File: config.mk
export PLATFORM = sky130hd
export DESIGN_NAME = uart_rx
export DESIGN_NICKNAME = d
export VERILOG_FILES = /design/src/rtl/uart_pkg.sv /design/src/rtl/uart_tx_echo.sv /design/src/rtl/uart_rx.sv
export SDC_FILE = /design/constraint.sdc
export NUM_CORES = 1
export LEC_CHECK = 0
export CAP_MARGIN = 30
export CORE_MARGIN = 2
export CORE_UTILIZATION = 40
export CTS_CLUSTER_DIAMETER = 200
export DETAILED_ROUTE_END_ITERATION = 8
export GPL_TIMING_DRIVEN = 0
export PLACE_DENSITY = 0.54
export SYNTH_ARGS = -nofsm -noshare
export SYNTH_HDL_FRONTEND = slang
export SYNTH_SLANG_ARGS = --single-unit
File: constraint.sdc
create_clock -name sysclk -period 2.6 [get_ports sysclk]
set_input_delay 0.39 -clock sysclk [delete_from_list [all_inputs] [get_ports sysclk]]
set_output_delay 0.39 -clock sysclk [all_outputs]
set_load 0.02 [all_outputs]
File: src/rtl/uart_pkg.sv
// rtl/uart_pkg.sv - shared state encoding and sizing helpers for the UART receiver and echo transmitter
package uart_pkg;

   typedef enum logic [2:0] {
      ST_IDLE,
      ST_START,
      ST_DATA,
      ST_PARITY,
      ST_STOP
   } uart_state_t;

   function automatic int half_bit(input int div);
      return div / 2;
   endfunction

   function automatic int cnt_width(input int n);
      return (n > 1) ? $clog2(n) : 1;
   endfunction

endpackage

File: src/rtl/uart_tx_echo.sv
// rtl/uart_tx_echo.sv - echo transmitter: sends one loaded word as start, data LSB first, optional even parity, stop
module uart_tx_echo
   import uart_pkg::*;
#(
   parameter int N       = 8,
   parameter int PSCALER = 1,
   parameter int DIV     = 10
) (
   input  logic         sysclk,
   input  logic         reset_n,
   input  logic         start,
   input  logic         parity_en,
   input  logic [N-1:0] data,
   output logic         tx
);

   localparam int PW = cnt_width(PSCALER);
   localparam int TW = cnt_width(DIV);
   localparam int BW = cnt_width(N);
   localparam logic [PW-1:0] P_LAST = PW'(PSCALER - 1);
   localparam logic [TW-1:0] T_LAST = TW'(DIV - 1);
   localparam logic [BW-1:0] B_LAST = BW'(N - 1);

   uart_state_t   state;
   logic [PW-1:0] pcnt;
   logic [TW-1:0] tcnt;
   logic [BW-1:0] bcnt;
   logic [N-1:0]  shreg;
   logic          par;
   logic          pen;
   logic          bit_end;

   assign bit_end = (pcnt == P_LAST) && (tcnt == T_LAST);

   // start is ignored while busy, so a word arriving mid-transmission is dropped
   always_ff @(posedge sysclk or negedge reset_n) begin
      if (!reset_n) begin
         state <= ST_IDLE;
         pcnt  <= '0;
         tcnt  <= '0;
         bcnt  <= '0;
         shreg <= '0;
         par   <= 1'b0;
         pen   <= 1'b0;
         tx    <= 1'b1;
      end else begin
         if (state == ST_IDLE) begin
            pcnt <= '0;
            tcnt <= '0;
         end else if (pcnt == P_LAST) begin
            pcnt <= '0;
            tcnt <= (tcnt == T_LAST) ? '0 : tcnt + 1'b1;
         end else begin
            pcnt <= pcnt + 1'b1;
         end

         case (state)
            ST_IDLE: begin
               if (start) begin
                  shreg <= data;
                  par   <= ^data;
                  pen   <= parity_en;
                  bcnt  <= '0;
                  tx    <= 1'b0;
                  state <= ST_START;
               end
            end
            ST_START: begin
               if (bit_end) begin
                  tx    <= shreg[0];
                  shreg <= shreg >> 1;
                  state <= ST_DATA;
               end
            end
            ST_DATA: begin
               if (bit_end) begin
                  if (bcnt == B_LAST) begin
                     tx    <= pen ? par : 1'b1;
                     state <= pen ? ST_PARITY : ST_STOP;
                  end else begin
                     bcnt  <= bcnt + 1'b1;
                     tx    <= shreg[0];
                     shreg <= shreg >> 1;
                  end
               end
            end
            ST_PARITY: begin
               if (bit_end) begin
                  tx    <= 1'b1;
                  state <= ST_STOP;
               end
            end
            ST_STOP: begin
               if (bit_end) state <= ST_IDLE;
            end
            default: state <= ST_IDLE;
         endcase
      end
   end

endmodule

File: src/rtl/uart_rx.sv
// rtl/uart_rx.sv - oversampling UART receiver with optional even parity, error flags and an echo port
module uart_rx
   import uart_pkg::*;
#(
   parameter int N       = 8,
   parameter int PSCALER = 1,
   parameter int DIV     = 10
) (
   input  logic         sysclk,
   input  logic         reset_n,
   input  logic         parity_i,
   input  logic         rx_i,
   output logic         tx_o,
   output logic [N-1:0] data_o,
   output logic         valid_o,
   output logic         parity_err_o,
   output logic         frame_err_o
);

   localparam int HALF_BIT = half_bit(DIV);
   localparam int PW = cnt_width(PSCALER);
   localparam int TW = cnt_width(DIV);
   localparam int BW = cnt_width(N);
   localparam logic [PW-1:0] P_LAST = PW'(PSCALER - 1);
   localparam logic [TW-1:0] T_LAST = TW'(DIV - 1);
   localparam logic [TW-1:0] T_HALF = TW'(HALF_BIT - 1);
   localparam logic [BW-1:0] B_LAST = BW'(N - 1);

   uart_state_t   state;
   logic          sync1;
   logic          rx_s;
   logic [PW-1:0] pcnt;
   logic [TW-1:0] tcnt;
   logic [BW-1:0] bcnt;
   logic [N-1:0]  shreg;
   logic          par_en;
   logic          par_err;
   logic          armed;
   logic          tick;

   assign tick = (pcnt == P_LAST);

   always_ff @(posedge sysclk or negedge reset_n) begin
      if (!reset_n) begin
         sync1 <= 1'b1;
         rx_s  <= 1'b1;
      end else begin
         sync1 <= rx_i;
         rx_s  <= sync1;
      end
   end

   // armed drops after a low stop bit so the still-low line is not taken as a new start
   always_ff @(posedge sysclk or negedge reset_n) begin
      if (!reset_n) begin
         state        <= ST_IDLE;
         pcnt         <= '0;
         tcnt         <= '0;
         bcnt         <= '0;
         shreg        <= '0;
         par_en       <= 1'b0;
         par_err      <= 1'b0;
         armed        <= 1'b1;
         data_o       <= '0;
         valid_o      <= 1'b0;
         parity_err_o <= 1'b0;
         frame_err_o  <= 1'b0;
      end else begin
         valid_o <= 1'b0;
         if (state == ST_IDLE) pcnt <= '0;
         else pcnt <= tick ? '0 : pcnt + 1'b1;

         case (state)
            ST_IDLE: begin
               if (!armed) begin
                  armed <= rx_s;
               end else if (!rx_s) begin
                  par_en  <= parity_i;
                  par_err <= 1'b0;
                  tcnt    <= '0;
                  bcnt    <= '0;
                  state   <= ST_START;
               end
            end
            ST_START: begin
               if (tick) begin
                  if (tcnt == T_HALF) begin
                     tcnt  <= '0;
                     state <= rx_s ? ST_IDLE : ST_DATA;
                  end else begin
                     tcnt <= tcnt + 1'b1;
                  end
               end
            end
            ST_DATA: begin
               if (tick) begin
                  if (tcnt == T_LAST) begin
                     tcnt  <= '0;
                     shreg <= {rx_s, shreg[N-1:1]};
                     if (bcnt == B_LAST) state <= par_en ? ST_PARITY : ST_STOP;
                     else bcnt <= bcnt + 1'b1;
                  end else begin
                     tcnt <= tcnt + 1'b1;
                  end
               end
            end
            ST_PARITY: begin
               if (tick) begin
                  if (tcnt == T_LAST) begin
                     tcnt    <= '0;
                     par_err <= (^shreg) ^ rx_s;
                     state   <= ST_STOP;
                  end else begin
                     tcnt <= tcnt + 1'b1;
                  end
               end
            end
            ST_STOP: begin
               if (tick) begin
                  if (tcnt == T_LAST) begin
                     tcnt         <= '0;
                     data_o       <= shreg;
                     parity_err_o <= par_err;
                     frame_err_o  <= ~rx_s;
                     valid_o      <= 1'b1;
                     armed        <= rx_s;
                     state        <= ST_IDLE;
                  end else begin
                     tcnt <= tcnt + 1'b1;
                  end
               end
            end
            default: state <= ST_IDLE;
         endcase
      end
   end

   uart_tx_echo #(
      .N       (N),
      .PSCALER (PSCALER),
      .DIV     (DIV)
   ) u_tx_echo (
      .sysclk    (sysclk),
      .reset_n   (reset_n),
      .start     (valid_o & ~parity_err_o & ~frame_err_o),
      .parity_en (par_en),
      .data      (data_o),
      .tx        (tx_o)
   );

endmodule

==> reports/qor.csv, run 1 <==
metric;value;unit
RSZ-0062 raised after global routing;false;
fin crit period;2.026;ns
endpoints failing setup;0;
Post-Synthesis Net Count;262;
Mean Syn Cell Area;11.42;sq um
Gate power share;0.244;
crit path max fanout;3;
worst path arrival time;2.22;ns
CP startpoint kind;register;
Net Switching;0.0006464;W
placed cell count;360;
initial antenna violation count;0;
Seq/Total Area, Yosys;0.4876;
ys flop type;dfrtp_1;
clock skew;0.008196;ns
Worst VDD drop;0.4047;mV
status;finished clean;
Post-Place Worst Slack;0.5856;ns
post-synthesis mux area share;0.1639;
htree depth;2;
Area growth syn-to-layout;13.34;%
Setup CP Type;reg -> reg;
CTS tree;built;
clk_lat worst skew;0.31;ns
share of total power in the clock network;0.253;
worst min path class;in -> async;
Pwr Density;610.2;mW/mm^2
DP HPWL;3662;microns
Total Wirelength;4993;microns
Final Hold Viols;0;
final net count;285;
die span in x;88.16;microns
area fraction in compound gates after synthesis;0.08171;
grt ovf;0;
Syn Inst Count;248;
Cell Rows;30;
synthesized area;0.002833;sq mm
EDFF count, synth;0;
Fmax;493.6;MHz
Die Span Y;88.16;microns
CTS Hold Bufs;0;
IO Port Bufs;15;
Seq pwr share;0.503;
# IOs;16;
first-pass GRT wire length;8880;microns
Slew Limit Fails;0;
Via Count;1874;
n_diodes;0;
DRC violations left;0;
Max Root-Sink Buffers;2;
Net Sw Frac;0.3299;
FF-to-FF setup slack;0.57;ns
CTS resizes;0;
initial DRC count;106;
cell area after layout;0.003211;sq mm
setup TNS;0;ns
Max Cap Viol;0;
Slew @ Worst Pin;0.6516;ns
Critical Path RT;2.79;ns
DIE AREA;0.007771;sq mm
Post-CTS Setup Inserts;0;
GPL Wtd Cong;0.8338;
Synth Area in Simple Gates;0.1321;
antenna-violating nets left;0;
GRT Resource Usage Total;0.1467;
CTS Buf Count;5;
CTS Root Cell;clkbuf_8;
clock slew at reported path FFs;0.11;ns
Synth cell types;46;
Final Util;0.4700;
largest net degree at the start of global routing;36;
via density per instance;5.092;
asr flop ratio synth;1.000;
LEAKAGE;1.498;nW
Pre-Repair DR Iteration Count;4;
final period utilization;0.7793;
Yosys reg bits;55;
Int Power;0.001313;W
largest family of logic cells by synthesized area;multiplexers;
worst setup margin;0.5739;ns
yosys warns;0;
layout cells sized above 1;0.2243;
Adder-Cell Fraction of Synth Area;0.04417;
Initial Util;0.4147;
core area;0.006832;sq mm
Synth Area in XOR/XNOR;0.05742;
relative slew slack;0.5619;
crit path capture type;register;
clock sink count;55;
post-place instance area;0.003118;sq mm
wire length per cell;13.57;microns
Finished Layout Cells;368;
vias in the first global route;1850;
## final timing paths
kind                       startpoint  depth (start not counted)  endpoint
setup / recovery              bcnt[0]                          6  state[1]
hold / removal                reset_n                          1   bcnt[0]
setup reg to reg              bcnt[0]                          6  state[1]
hold reg to reg                 sync1                          0      rx_s
max in group asynchronous     reset_n                          2     armed
min in group sysclk             sync1                          0      rx_s
## registers in the layout (all words and copies together), names as in the netlist
signal	cells
bcnt	3
u_tx_echo.shreg	8
frame_err_o	1
u_tx_echo.par	1
u_tx_echo.tcnt	4
u_tx_echo.tx	1
par_err	1
armed	1
par_en	1
u_tx_echo.bcnt	3
valid_o	1
data_o	8
tcnt	4
u_tx_echo.pen	1
sync1	1
u_tx_echo.state	3
shreg	8
state	3
parity_err_o	1
rx_s	1
## through the flow
step | power, W | hold WS (ns)
global route | 0.002102 | 0.07488
floorplan | 0.001352 | 0.09441
detailed placement | 0.001480 | 0.3488
CTS | 0.001983 | 0.05181
global placement | 0.001479 | 0.3488
finish | 0.001959 | 0.04173
## synth_stat cells, drive strengths merged, types with 2 or more instances
master | instances | share of area
o21ai | 18 | 0.032
nand4 | 3 | 0.0066
xnor2 | 13 | 0.040
and3b | 2 | 0.0062
xor2 | 3 | 0.0093
dfrtp | 51 | 0.45
buf | 6 | 0.013
mux2 | 35 | 0.15
nand2b | 2 | 0.0044
a21oi | 4 | 0.0071
nor2 | 13 | 0.018
ha | 10 | 0.044
mux2i | 4 | 0.014
nand3 | 9 | 0.016
o31ai | 2 | 0.0053
clkbuf | 6 | 0.0084
nor2b | 7 | 0.015
nand2 | 16 | 0.021
dfstp | 4 | 0.037
nand3b | 6 | 0.016
a22oi | 2 | 0.0053
inv | 9 | 0.012
or3b | 2 | 0.0071
nor3 | 2 | 0.0035
o221ai | 2 | 0.0062
o22ai | 2 | 0.0044
## power groups by stage
| stage | sequential, W | clock, W | combinational [W] |
|---|---|---|---|
| floorplan | 0.000985 | 0 | 0.000367 |
| global placement | 0.00100 | 0 | 0.000479 |
| detailed placement | 0.00100 | 0 | 0.000477 |
| CTS | 0.000986 | 0.000517 | 0.000480 |
| global route | 0.000997 | 0.000548 | 0.000557 |
| finish | 0.000985 | 0.000495 | 0.000479 |
## layer usage
layer	vias to the layer above	routed length, microns	global-route usage
li1	919	-	-
met1	931	2519	0.2042
met3	4	109	0.03393
met2	20	2312	0.2307
met4	0	51	0.04132
met5	-	0	0
## final cells by class
type | instances | area (sq um)
clock inverter | 3 | 23.77
fill | 643 | 3621
multi-input combinational | 172 | 1358
timing repair buffer | 16 | 165.2
tap | 96 | 120.1
clock buffer | 5 | 68.82
inverter | 9 | 33.78
sequential | 55 | 1381
buffer | 12 | 60.06
## placed cells by master, fill, tap and decap left out, types with 2 or more instances in the layout
cell / instances
a21oi_1: 4
a22oi_1: 2
and3b_1: 2
buf_2: 6
clkbuf_1: 5
clkbuf_8: 5
clkdlybuf4s50_1: 14
clkinvlp_4: 2
dfrtp_1: 51
dfstp_2: 4
ha_1: 10
inv_1: 9
mux2_2: 27
mux2_4: 8
mux2i_1: 4
nand2_1: 16
nand2b_1: 2
nand3_1: 9
nand3b_1: 6
nand4_1: 3
nor2_1: 12
nor2b_1: 7
nor3_1: 2
o21ai_0: 18
o221ai_1: 2
o22ai_1: 2
o31ai_1: 2
xnor2_1: 13
xor2_1: 3
## kinds of logic (layout without fill, tap and decap cells)
group	after synthesis	after routing
AO/OA/AOI/OAI	37	37
XOR/XNOR	17	17
adder cells (fa/ha/maj)	10	10
buffers and inverters	21	45
flip-flops	55	55
multiplexers	39	39
AND/OR/NAND/NOR	69	69
## critical path, stage by stage, from the launching register on
cell and delay, ns:
dfrtp_1 0.41, ha_1 0.20, ha_1 0.19, or4b_2 0.61, a22oi_1 0.21, or3_1 0.18, o211ai_1 0.11
Note: power is estimated with default switching activity, not from simulation.
==> run 2, diff against run 1 <==
- PLACE_DENSITY: 0.54 -> 0.56
- clock period: 2.6 -> 1.79 ns (I/O delays scaled with it)
==> reports/qor.csv, run 2 (synthesis gave the netlist of run 1 again) <==
metric;value;unit;change
Max Cap Viol;0;;unchanged
clock slew at reported path FFs;0.11;ns;about the same
Fmax;540.7;MHz;was 493.6 MHz
Setup CP Type;reg -> reg;;unchanged
RSZ-0062 raised after global routing;true;;was false
htree depth;2;;unchanged
Slew Limit Fails;0;;unchanged
via density per instance;4.968;;was 5.092
Initial Util;0.4147;;unchanged
Area growth syn-to-layout;20.72;%;was 13.34%
die span in x;88.16;microns;unchanged
# IOs;16;;unchanged
CTS tree;built;;unchanged
Max Root-Sink Buffers;2;;unchanged
Critical Path RT;1.99;ns;was 2.79 ns
Pre-Repair DR Iteration Count;4;;unchanged
endpoints failing setup;9;;was 0
Final Hold Viols;0;;unchanged
DRC violations left;0;;unchanged
CTS Root Cell;clkbuf_8;;unchanged
Slew @ Worst Pin;0.6634;ns;was 0.6516 ns
Reg area;0.001385;sq mm;was 0.001381 sq mm
Total Wirelength;5127;microns;was 4993 microns
clock sink count;55;;unchanged
crit path max fanout;8;;was 3
vias in the first global route;1764;;was 1,850
failing checks;negative setup slack;;
worst path arrival time;2.05;ns;was 2.22 ns
fill count;644;;was 643
initial DRC count;52;;was 106
hold_ws;0.3512;ns;was 0.04173 ns
n_diodes;0;;unchanged
GPL Wtd Cong;0.8150;;was 0.8338
crit path capture type;register;;unchanged
antenna-violating nets left;0;;unchanged
wire length per cell;13.53;microns;was 13.57 microns
DP HPWL;3626;microns;was 3662 microns
Largest regs;data_o: 8 flops, shreg: 8 flops, u_tx_echo.shreg: 8 flops;;unchanged
worst setup margin;-0.05958;ns;was 0.5739 ns
layout cells sized above 1;0.3357;;was 0.2243
final period utilization;1.033;;was 0.7793
Die Span Y;88.16;microns;unchanged
final net count;296;;was 285
CP startpoint kind;register;;unchanged
Slowest-stage cell, CP;dfrtp_2;;was or4b_2
Total Power;0.003015;W;was 0.001959 W
fin crit period;1.850;ns;was 2.026 ns
CP peak stage delay;0.41;ns;was 0.61 ns
DIE AREA;0.007771;sq mm;unchanged
relative slew slack;0.5577;;was 0.5619
GRT Resource Usage Total;0.1447;;was 0.1467
crit-path cells;or3b_4 -> o21ba_4 -> a211o_1 -> buf_6 -> mux2_4;;was ha_1 -> ha_1 -> or4b_2 -> a22oi_1 -> or3_1 -> o211ai_1
status;complete, but fails checks;;was finished clean
initial antenna violation count;0;;unchanged
CTS Buf Count;5;;unchanged
most common cell after layout, fill and taps aside;dfrtp_1;;unchanged
Worst VDD drop;0.5735;mV;was 0.4047 mV
IO Port Bufs;15;;unchanged
worst min path class;in -> reg;;was in -> async
clk_lat worst skew;0.31;ns;about the same
largest net degree at the start of global routing;30;;was 36
commonest cells after routing, fill and taps aside;48 x dfrtp_1, 27 x mux2_2, 16 x nand2_1, 16 x o21ai_0, 14 x clkdlybuf4s50_1;;was 51 x dfrtp_1, 27 x mux2_2, 18 x o21ai_0
first-pass GRT wire length;8721;microns;was 8880 microns
Via Count;1883;;was 1,874
core area;0.006832;sq mm;unchanged
clock skew;0.01475;ns;was 0.008196 ns
grt ovf;0;;unchanged
Cell Rows;30;;unchanged
Pwr Density;881.7;mW/mm^2;was 610.2 mW/mm^2
area of the multi-input gates;0.001448;sq mm;was 0.001358 sq mm
LEAKAGE;1.578;nW;was 1.498 nW
[run 2: repair_timing]
item	in CTS	in global routing
endpoints found under the setup margin	34	30
gates resized for setup	10	18
pin swaps	2	7
hold buffers	1	0
buffers inserted	5	7
hold endpoints to repair	7	0
[run 2: through the flow]
stage	instances	util	area [sq um]	TNS (ns)	setup slack [ns]
floorplan	248	-	2853	-0.5139	-0.06424
global placement	359	0.4571	3123	-73.26	-1.507
detailed placement	360	0.4593	3138	-4.124	-0.1898
CTS	372	0.4863	3322	-0.7292	-0.09296
global route	379	0.5005	3420	-1.072	-0.1266
finish	379	0.5005	3420	-0.4641	-0.05958
[run 2: power breakdown]
part / total (W) / internal [W] / switching (W)
Sequential: 0.00143 / 0.00134 / 0.0000872
Combinational: 0.000835 / 0.000372 / 0.000463
Clock: 0.000748 / 0.000325 / 0.000423
Total: 0.00302 / 0.00204 / 0.000973
[run 2: path summary, 6_finish.rpt]
check | to | from | cells past startpoint | slack (ns)
max in group asynchronous | sync1 | reset_n | 3 | 0.63
worst min register to register | rx_s | sync1 | 0 | 0.36
min in group asynchronous | bcnt[2] | reset_n | 2 | 0.52
worst min-delay path | sync1 | rx_i | 1 | 0.35
worst max-delay path | u_tx_echo.shreg[7] | parity_err_o | 5 | -0.06
worst max register to register | u_tx_echo.shreg[7] | parity_err_o | 5 | -0.06
[run 2: final cells by class]
class / instances / share of cell area
sequential: 55 / 0.4050
clock inverter: 2 / 0.005123
tap: 96 / 0.03513
multi-input combinational: 172 / 0.4233
inverter: 9 / 0.009879
clock buffer: 6 / 0.02415
buffer: 10 / 0.01976
timing repair buffer: 29 / 0.07757
[run 2: layer usage]
layer | part of all wire | vias to the layer above | track usage | wire length [microns]
li1 | - | 937 | - | -
met1 | 0.53 | 932 | 0.2148 | 2710
met2 | 0.44 | 10 | 0.2156 | 2269
met3 | 0.020 | 4 | 0.03110 | 101
met4 | 0.0090 | 0 | 0.03719 | 46
met5 | 0 | - | 0 | 0
[run 2: worst max-delay path, delay by kind of cell, from the launching register on]
family,cells,cell delay [ns]
buf+inv,1,0.15
flops,1,0.41
simple gates,1,0.41
compound gates,2,0.46
mux,1,0.30
